### src/rtl/sipo_rx.sv
// Serial-in parallel-out receiver: assembles LSB-first bits into WIDTH-bit words
// and queues completed words in a 2-entry FIFO with valid/ready output.
module sipo_rx #(
    parameter int WIDTH = 4
) (
    input  logic             clk,
    input  logic             rst_n,
    input  logic             in_bit,
    input  logic             in_valid,
    input  logic             sync,
    output logic [WIDTH-1:0] out_data,
    output logic             out_valid,
    input  logic             out_ready,
    output logic             busy,
    output logic             overrun,
    input  logic             clr_overrun
);
    localparam int CNT_W = $clog2(WIDTH);

    typedef enum logic {IDLE, SHIFT} state_t;

    state_t             state_reg;
    logic [CNT_W-1:0]   cnt_reg;
    logic [WIDTH-1:0]   sr_reg;

    logic [WIDTH-1:0]   mem_reg [2];
    logic               rd_ptr_reg;
    logic               wr_ptr_reg;
    logic [1:0]         count_reg;
    logic               overrun_reg;

    logic [CNT_W-1:0]   cnt_eff;
    logic [WIDTH-1:0]   base_word;
    logic [WIDTH-1:0]   asm_word;
    logic               word_done;
    logic               fifo_full;
    logic               pop;
    logic               push_ok;
    logic               drop;

    // sync discards the partial word before the current bit is placed
    assign cnt_eff   = sync ? '0 : cnt_reg;
    assign base_word = sync ? '0 : sr_reg;

    generate
        for (genvar gi = 0; gi < WIDTH; gi++) begin : g_asm
            assign asm_word[gi] = (cnt_eff == CNT_W'(gi)) ? in_bit : base_word[gi];
        end
    endgenerate

    assign word_done = in_valid && (cnt_eff == CNT_W'(WIDTH - 1));
    assign fifo_full = (count_reg == 2'd2);
    assign pop       = out_valid && out_ready;
    assign push_ok   = word_done && (!fifo_full || pop);
    assign drop      = word_done && fifo_full && !pop;

    assign out_valid = (count_reg != 2'd0);
    assign out_data  = mem_reg[rd_ptr_reg];
    assign busy      = (state_reg == SHIFT);
    assign overrun   = overrun_reg;

    always_ff @(posedge clk or negedge rst_n) begin
        if (!rst_n) begin
            state_reg <= IDLE;
            cnt_reg   <= '0;
            sr_reg    <= '0;
        end else if (in_valid) begin
            if (word_done) begin
                state_reg <= IDLE;
                cnt_reg   <= '0;
                sr_reg    <= '0;
            end else begin
                state_reg <= SHIFT;
                cnt_reg   <= cnt_eff + CNT_W'(1);
                sr_reg    <= asm_word;
            end
        end else if (sync) begin
            state_reg <= IDLE;
            cnt_reg   <= '0;
            sr_reg    <= '0;
        end
    end

    // Full with simultaneous pop: wr_ptr equals the slot being freed, so the write is safe
    always_ff @(posedge clk or negedge rst_n) begin
        if (!rst_n) begin
            for (int i = 0; i < 2; i++) mem_reg[i] <= '0;
            rd_ptr_reg  <= 1'b0;
            wr_ptr_reg  <= 1'b0;
            count_reg   <= 2'd0;
            overrun_reg <= 1'b0;
        end else begin
            if (push_ok) begin
                mem_reg[wr_ptr_reg] <= asm_word;
                wr_ptr_reg          <= ~wr_ptr_reg;
            end
            if (pop)
                rd_ptr_reg <= ~rd_ptr_reg;
            case ({push_ok, pop})
                2'b10:   count_reg <= count_reg + 2'd1;
                2'b01:   count_reg <= count_reg - 2'd1;
                default: count_reg <= count_reg;
            endcase
            if (drop)
                overrun_reg <= 1'b1;
            else if (clr_overrun)
                overrun_reg <= 1'b0;
        end
    end
endmodule

### config.mk
export PLATFORM = sky130hd
export DESIGN_NAME = sipo_rx
export DESIGN_NICKNAME = d
export VERILOG_FILES = /design/src/rtl/sipo_rx.sv
export SDC_FILE = /design/constraint.sdc
export NUM_CORES = 1
export LEC_CHECK = 0
export CORE_ASPECT_RATIO = 1.2
export CORE_MARGIN = 4
export CORE_UTILIZATION = 36
export CTS_CLUSTER_DIAMETER = 100
export DETAILED_ROUTE_END_ITERATION = 8
export GPL_TIMING_DRIVEN = 0
export PLACE_DENSITY = 0.64
export SLEW_MARGIN = 20
export SYNTH_ARGS = -nofsm -noshare
export SYNTH_HDL_FRONTEND = slang
export SYNTH_SLANG_ARGS = --single-unit
### constraint.sdc
create_clock -name clk -period 1.9 [get_ports clk]
set_input_delay 0.285 -clock clk [delete_from_list [all_inputs] [get_ports clk]]
set_output_delay 0.285 -clock clk [all_outputs]
set_load 0.01 [all_outputs]
==> results of run 1 <==
[through the flow]
step	cell area [um^2]	setup TNS [ps]	hold slack [ps]	utilization (%)	power (mW)
6_report	1250	0	318	47.5	1.17
5_1_grt	1250	-2.58	333	47.5	1.25
4_1_cts	1230	0	306	46.7	1.16
3_5_place_dp	1190	-6880	494	45.3	0.911
3_3_place_gp	1190	-6340	465	45.3	0.897
2_1_floorplan	1030	0	-10.6	-	0.794
[synthesized netlist by cell type (all sizes together)]
cell type   n  share of area [%]
a21oi       1               0.49
a32o        3                2.9
and2        1               0.61
buf         1               0.49
clkbuf      1               0.49
dfrtp      20                 49
ha          5                6.1
inv         5                1.8
mux2       12                 13
nand2       8                3.7
nand2b      5                3.0
nand3       1               0.49
nor2        3                1.1
nor2b       1               0.61
nor3        1                1.6
nor3b       2                3.7
o21ai       7                3.4
o22ai       2                1.2
or2         1               0.61
or3b        1               0.85
xnor2       3                2.6
xor2        3                2.6
[worst paths after layout]
kind                              startpoint  cells after the start           end  slack [ps]
worst min-delay path                in_valid                      2     sr_reg[3]         320
worst max-delay path            count_reg[0]                      2     out_valid          70
max in group asynchronous              rst_n                      1  count_reg[0]         810
min in group asynchronous              rst_n                      1     sr_reg[0]         490
worst max register to register    cnt_reg[0]                      7    mem_reg[3]         160
worst min register to register    mem_reg[1]                      1    mem_reg[1]         520
[kinds of logic (layout without fill, tap and decap cells)]
kind of cell | Yosys count | count (layout) | share of synthesized area [%]
muxes | 12 | 12 | 13.1
buffers and inverters | 7 | 25 | 2.80
and+or+nand+nor | 24 | 24 | 16.2
xor gates and xnor gates | 6 | 6 | 5.11
DFF | 20 | 20 | 48.7
AOI/OAI and AO/OA | 13 | 13 | 8.03
adders and majority gates | 5 | 5 | 6.08
[power breakdown]
group          switching (mW)  total, mW  internal (mW)
clock network           0.121      0.238          0.117
registers              0.0805      0.583          0.502
logic                   0.140      0.352          0.212
[metal layers]
layer,wire length [um],GRT usage (%),vias to the layer above
li1,-,-,334
met1,811,12.8,337
met2,949,19.2,8
met3,41,1.36,2
met4,10,3.48,0
met5,0,0,-
[cell type report]
class	count	area [um^2]
buffer	2	12.5
clock buffer	4	36.3
fill	263	1380
inverter	5	18.8
multi-input combinational	60	502
sequential	20	503
tap	33	41.3
timing repair buffer	14	135
[timing repair]
item | 4_1_cts | 5_1_grt
pin swaps | 1 | 1
endpoints found under the setup margin | 17 | 14
resized for setup | 3 | 9
setup buffers | 0 | 2
cloned | 0 | 0
hold buffers | 0 | 0
==> results by group, run 1 <==
Outcome
  • Outcome: finished, final reports clean

Global route
  • Gr ovfl total: 0
  • Largest net degree at the start of global routing: 21
  • GRT Overall Usage: 10.6%
  • Initial antenna violation count: 0
  • First-pass GRT wire length: 3150 um
  • Vias in the first global route: 722

Drt
  • Final ANT Viol Nets: 0
  • Vias: between 600 and 700
  • # DRC: 0
  • Routed WL: 1810 um
  • Drt first pass iters: 4
  • Starting DRT DRC Count: 8
  • DR WL/cell: 13.1 um
  • Via density: 4.93

Finish
  • Diodes inserted: 0
  • Post-Layout Cell Count: 138
  • Area Overhead vs Synth: 21.4%
  • Share of layout cells above drive strength 1: 29.5%
  • Most common cell after layout, fill and taps aside: dfrtp_1
  • Most frequent cells in the layout: dfrtp_1, mux2_2, clkdlybuf4s50_1
  • Number of flip-flops in the largest register: 8
  • Final Net Count: 118

STA
  • Min Tclk post-route: 1830 ps
  • Slew Limit Fails: 0
  • Final WS setup: 67.9 ps
  • Count of final hold-check violations: 0
  • Max Fclk: 546 MHz
  • Slew @ Worst Pin: between 800 and 900 ps
  • Max_slew headroom: 40.5%
  • Part of the cycle the worst path needs: around 96%
  • Final setup violation count: 0
  • Worst-case clock skew: approximately 1.3 ps

Worst setup path
  • CP Capture Type: output port
  • Worst-path fanout max: 5
  • Critical Path RT: 1620 ps
  • Critical Path Max Stage Delay: approximately 480 ps
  • Crit-path leading delay family: buffers and inverters
  • Worst EP arrival: 1550 ps
  • Buf+Inv Stages, Crit Path: 1
  • CP Launch Type: flop
  • Crit-path cells: or2_2 > clkdlybuf4s50_1
  • Max stage delay cell, worst path: clkdlybuf4s50_1
  • Worst setup path class: flop to output port

Placement
  • GPL Wtd Cong: 0.757
  • Post-DP HPWL: 1400 um
  • Placed Instances: 132
  • IO Port Bufs: 12
  • Place WS: -588 ps

Power
  • VDD IR-drop max: 0.635 mV
  • Power Density: 939 mW/mm^2
  • Leakage: 0.600 nW

Clock tree
  • CTS buffer count: 3
  • CTS tree: built
  • Clock buffer depth: 2
  • Clk_lat worst skew: 290 ps
  • Clock sink total: 20
  • Clock transition at the registers of the reported paths: 110 ps
  • Root buf cell: clkbuf_4
  • Htree depth: 1

Floorplan
  • Rows: 20
  • Die height: 66.6 um
  • DIE WIDTH: 56.8 um
  • Die area: 0.00378 mm^2
  • Core area: 0.00263 mm^2
  • Initial core utilization: 39.1%
  • IO Pins: 14

Job
  • # Max-Cap Violations: 0

Synthesis
  • Post-synthesis cell area: 0.00103 mm^2
  • Mapped Cells: 87
  • Synth Register Bits: 20
  • Avg Cell Area, Syn: between 10 and 15 um^2
  • Register area share after synthesis: 48.7%
  • Net Count, Synth: 99
  • Yosys warning count: 0
  • Post-synth cell types: 23

Worst hold path
  • Hold Crit Class: input pin to flop
Note: power is estimated with default switching activity, not from simulation.
==> run 2: changes to the inputs <==
SLEW_MARGIN = default   (was 20)
==> results of run 2 <==
Final layout, timing and power as in run 1 (identical DEF).
